[src/rtl/key_pkg.sv]
// Shared definitions for the key input path: click FSM states and the
// default double-click window, kept next to the debouncer timing constants.
package key_pkg;

    typedef enum logic {
        IDLE = 1'b0,
        WAIT = 1'b1
    } key_state_e;

    // 300 ms at 12 MHz
    localparam int unsigned KEY_WIN_NUM   = 32'd3600000;
    localparam int unsigned KEY_WIN_WIDTH = 32'd22;

endpackage

[src/rtl/key_click_fsm.sv]
// Single-key click classifier: one press opens a window of WIN_NUM cycles;
// a second press inside it is a double click, silence until it closes is a
// single click. Both outputs are registered one-cycle strobes.
module key_click_fsm
    import key_pkg::*;
#(
    parameter int unsigned WIN_NUM = KEY_WIN_NUM,
    parameter int unsigned WIDTH   = KEY_WIN_WIDTH
) (
    input  logic clk,
    input  logic rst_n,
    input  logic key_pulse,
    output logic single_click,
    output logic double_click
);

    localparam logic [WIDTH-1:0] CNT_LAST = WIDTH'(WIN_NUM - 1);

    key_state_e       state;
    logic [WIDTH-1:0] cnt;

    // Click FSM with window counter; a press wins over window expiry
    always_ff @(posedge clk or negedge rst_n) begin
        if (!rst_n) begin
            state        <= IDLE;
            cnt          <= '0;
            single_click <= 1'b0;
            double_click <= 1'b0;
        end else begin
            single_click <= 1'b0;
            double_click <= 1'b0;
            case (state)
                IDLE: begin
                    if (key_pulse) begin
                        state <= WAIT;
                        cnt   <= '0;
                    end
                end
                WAIT: begin
                    if (key_pulse) begin
                        double_click <= 1'b1;
                        state        <= IDLE;
                    end else if (cnt == CNT_LAST) begin
                        single_click <= 1'b1;
                        state        <= IDLE;
                    end else begin
                        cnt <= cnt + 1'b1;
                    end
                end
                default: begin
                    state <= IDLE;
                end
            endcase
        end
    end

endmodule

[src/rtl/key_click_decoder.sv]
// Per-key click decoder: N independent click FSMs fed by the debouncer's
// key_pulse strobes.
module key_click_decoder
    import key_pkg::*;
#(
    parameter int unsigned N       = 1,
    parameter int unsigned WIN_NUM = KEY_WIN_NUM,
    parameter int unsigned WIDTH   = KEY_WIN_WIDTH
) (
    input  logic         clk,
    input  logic         rst_n,
    input  logic [N-1:0] key_pulse,
    output logic [N-1:0] single_click,
    output logic [N-1:0] double_click
);

    // One classifier per key; keys never interact
    for (genvar k = 0; k < N; k++) begin : g_key
        key_click_fsm #(
            .WIN_NUM (WIN_NUM),
            .WIDTH   (WIDTH)
        ) u_fsm (
            .clk          (clk),
            .rst_n        (rst_n),
            .key_pulse    (key_pulse[k]),
            .single_click (single_click[k]),
            .double_click (double_click[k])
        );
    end

endmodule
[config.mk]
export PLATFORM = sky130hd
export DESIGN_NAME = key_click_decoder
export DESIGN_NICKNAME = d
export VERILOG_FILES = /design/src/rtl/key_pkg.sv /design/src/rtl/key_click_fsm.sv /design/src/rtl/key_click_decoder.sv
export SDC_FILE = /design/constraint.sdc
export NUM_CORES = 1
export LEC_CHECK = 0
export ABC_AREA = 0
export CAP_MARGIN = 20
export CORE_UTILIZATION = 30
export DETAILED_ROUTE_END_ITERATION = 12
export SYNTH_ARGS = -nofsm -noshare
export SYNTH_HDL_FRONTEND = slang
export SYNTH_SLANG_ARGS = --single-unit
[constraint.sdc]
create_clock -name clk -period 2.3 [get_ports clk]
set_input_delay 0.345 -clock clk [delete_from_list [all_inputs] [get_ports clk]]
set_output_delay 0.345 -clock clk [all_outputs]
set_load 0.02 [all_outputs]
Yosys cells after proc, flatten, opt, wreduce, memory -nomap -nowiden
Index checks and enable logic that the tools add are counted.

operators by class
  equality and inequality tests = 4
  mux-type cells = 12
  reductions and logical operators = 1
  bitwise operators = 1
  $add $sub $neg = 1

operator list
  operator                 number
  $mux W22                 3
  $pmux W22 S2             1
  $add A22 B1 Y22 const B  1
  $eq A22 B22 Y1 const B   1
  $mux W1                  7
  $ne A2 B2 Y1 const B     3
  $reduce_and A3 Y1        1
  $pmux W1 S2              1
  $not A1 Y1               1

word-level totals
  bits in registers = 25
  output and inout port bits = 2

Longest topological paths before layout
  word-level depth = 4
  mapped depth = 7
  gate-level depth less buffers = 6

Least setup slack after synthesis
Ideal clock, no wire load.

  path kind = register to register
  start point = register g_key[0].u_fsm.cnt[0]
  end point = register g_key[0].u_fsm.cnt[18]
  required time = 2.231 ns
  data arrival time = 1.833 ns
  slack = 0.399 ns
  path buffers = 1
  stages on the path, launching flop included = 8
  path through = dfrtp_1 > ha_1 > clkbuf_2 > nand4_1 > nor3_1 > nand3_1 > or4_1 > nand3_1

on the way
  cells in the longest elaborated chain, start to end = 4

RTL lines
  item                    line                 RTL
  from (decl)             key_click_fsm.sv:20  logic [WIDTH-1:0] cnt;
  from (signal assigned)  key_click_fsm.sv:47  cnt <= cnt + 1'b1;
  $add A22 B1 Y22         key_click_fsm.sv:47
  $mux W22                key_click_fsm.sv:43  end else if (cnt == CNT_LAST) begin
  $mux W22                key_click_fsm.sv:40  if (key_pulse) begin
  $pmux W22 S2            key_click_fsm.sv:32  case (state)

Parallel ways exist; a longest one is shown, timed or not. The select of a mux whose other input is x is not followed.
A chain may end at the register's enable or synchronous reset.

Worst setup path in the final report
Ends and elaborated chain as after synthesis.

==> impl_metrics.yaml <==
worst_setup_path:
  arrival_ns: 2.35
  criticalPathCategory: "reg -> reg"
  cp-end-kind: "register"
  worstPathRequired_ns: 2.51
  path_max_fanout: 8
  start_kind: "register"
synth:
  synthAdderAreaFrac_pct: 0.8749
  synth_compound_gate_area_share_pct: 18.81
  synthSimpleGateAreaFrac_pct: 30.45
  synth-async-reset-ratio_pct: 100.0
  synth_edf_count: 0
  synth_mux_area_share_pct: 1.400
  synthCells: 166
  syn_area_per_cell_um2: 8.615
  synthTopCellsByArea: "dfrtp_1 (44%), nand3_1 (6.6%), nand2_1 (5.2%), nand4_1 (4.8%), nor3_1 (3.1%)"
  synth_cell_types: 36
  synth.most_common_cell: "dfrtp_1"
  yosys_most_used_dff: "dfrtp_1"
  synth_seq_cells: 25
  ys_warn_count: 0
  synth_top_area_share_pct: 43.74
  synth_top_family_by_area: "simple AND/OR/NAND/NOR gates"
  synth_fp_nets: 170
  ys_seq_area_share_pct: 43.74
  netlist_area_um2: 1430
  synth_xor_xnor_area_share_pct: 0
  yosysTopAreaCell: "dfrtp_1"
  synth_common_cells: "dfrtp_1 (25), nand2_1 (20), nand3_1 (19), nand4_1 (11), nor2_1 (11)"
sta:
  fin_crit_ns: 2.139
  grt_setup_unrepaired: "no"
  fin_hold_ws_ns: 0.4298
  tns_ns: 0
  finalCritPeriodShare_pct: 92.98
  setup_viol: 0
  slew_headroom_pct: 70.75
  slew_violations: 0
  hold_viol: 0
  skew_ns: 0.005583
  tightest_slew_ns: 0.4377
  clock.fmax_mhz: 467.6
  layout_setup_ws_ns: 0.1614
floorplanning:
  rows: 24
  io-pin-count: 5
  die_height_um: 71.05
  dieArea_um2: 5047
  fp.dieW_um: 71.05
  core_um2: 4474
  start_util_pct: 31.96
cells_and_area:
  stdcell_count: 224
  seq_area_um2: 625.6
  multiInputGateArea_um2: 745.7
  layout-drive-gt1-share_pct: 9.884
  fin_nets: 177
  area_delta_synth_final_pct: 12.16
  fill_cells: 446
  diodes: 0
run:
  cap_violations: 0
global_routing:
  track_usage_pct: 14.23
  grt_pass1_vias: 1075
  antenna_found_initial: 0
  grt_max_degree: 26
  grt_pass1_wl_mm: 5.637
  overflow: 0
placement:
  post-dp-hpwl_mm: 2.349
  dp.cells: 220
  place_ws_ns: 0.1373
  place_congestion: 0.8508
  portBuffers: 4
clock_tree:
  htree_levels: 1
  clk_pin_slew_ns: 0.08
  clock_sinks: 25
  cts_buffer_depth: 2
  clockRootBuffer: "clkbuf_8"
  clock_latency_ns: 0.27
  tritoncts: "built"
  cts_buffers: 3
  hold_buffers: 0
drt:
  ant_nets: 0
  viasPerCell: 5.638
  drc: 0
  drt_first_pass_iters: 4
  drt_iter0_markers: 154
  post_drt_wl_per_cell_um: 14.92
  routed_wl_mm: 3.343
  num_vias: 1263
pwr:
  total_leakage_power_uw: 0.0006022
  cellPowerDensity_nw_per_um2: 562.3
  irDropWorstVdd_mv: 0.3119
status:
  status: "finished, final reports clean"
hold_path:
  hold_path_class: "in -> async"
[final cells by class]
type                       instances  share of cell area, %
multi-input combinational        126                  46.49
timing repair buffer              13                  6.708
inverter                           4                 0.9360
tap                               52                  4.056
clock buffer                       4                  2.808
sequential                        25                  39.00
[cell families (layout without fill, tap and decap cells)]
| group | after synthesis | in the layout |
|---|---|---|
| multiplexers | 2 | 2 |
| AO/OA/AOI/OAI | 39 | 39 |
| flip-flops | 25 | 25 |
| AND/OR/NAND/NOR | 84 | 84 |
| buffers and inverters | 15 | 21 |
| adder cells (fa/ha/maj) | 1 | 1 |
[where the power goes]
group / switching [uW] / internal, uW / leakage [uW]
clock: 132 / 124 / 0.0000228
sequential: 36.1 / 465 / 0.000342
combinational: 92.6 / 52.2 / 0.000238
total: 261 / 641 / 0.000602
[metrics by stage]
step / utilization, % / cell area [um2] / power [uW]
after floorplan: - / 1430 / 591.8
after global placement: 34.65 / 1550 / 650.8
after detailed placement: 34.65 / 1550 / 651.0
after CTS: 35.65 / 1595 / 910.2
after global routing: 35.85 / 1604 / 952.4
final: 35.85 / 1604 / 901.9
[final timing paths]
kind	start	endpoint	slack, ns	cells past startpoint
max	g_key[0].u_fsm.cnt[0]	g_key[0].u_fsm.cnt[18]	0.16	6
min	rst_n	g_key[0].u_fsm.cnt[11]	0.43	2
max reg2reg	g_key[0].u_fsm.cnt[0]	g_key[0].u_fsm.cnt[18]	0.16	6
min reg2reg	g_key[0].u_fsm.cnt[5]	g_key[0].u_fsm.cnt[5]	0.53	1
max in group asynchronous	rst_n	g_key[0].u_fsm.cnt[7]	1.62	2
min in group clk	g_key[0].u_fsm.cnt[5]	g_key[0].u_fsm.cnt[5]	0.53	1
[layer usage]
layer	wire length (um)	vias to the layer above	track usage (%)
met5	0	-	0
met4	24	0	2.667
met3	172	4	3.419
met2	1478	29	20.73
met1	1668	583	21.52
li1	-	647	-
[layout by cell type (no fill, tap or decap)]
cell and count:
or4_1 3, nand4_1 11, or3_1 1, o311ai_0 2
nor4_1 4, inv_1 3, buf_4 9, nand2_1 20
clkbuf_8 3, clkdlybuf4s50_1 4, a32o_1 2, o31ai_4 1
a22oi_1 1, and3_1 2, and4_2 1, nand3_1 19
o41a_1 1, dfrtp_1 25, nand4_2 1, nor4_2 1
clkbuf_1 1, o31ai_1 4, clkinv_1 1, ha_1 1
o21a_1 1, a31oi_1 3, mux2i_1 2, a31o_2 1
nor2_1 11, o211ai_1 5, nand4b_1 1, nor3_1 9
o22ai_1 3, a21oi_1 5, o41ai_1 1, o21ai_0 9
[flip-flops by register name (all words and copies together), names as in the netlist]
register,flops
g_key.u_fsm.single_click,1
g_key.u_fsm.state,1
g_key.u_fsm.double_click,1
g_key.u_fsm.cnt,22
[repair_timing]
action | in CTS | in global routing
setup buffers | 0 | 0
endpoints found under the setup margin | 0 | 2
resized for setup | 0 | 1
[worst max-delay path: stages, from the launching register on]
cell and delay, ns:
dfrtp_1 0.47, ha_1 0.38, nand4_1 0.15, nor3_1 0.28, nand3_1 0.20, or4_1 0.50, nand3_1 0.10
(Power assumes the default switching activity.)
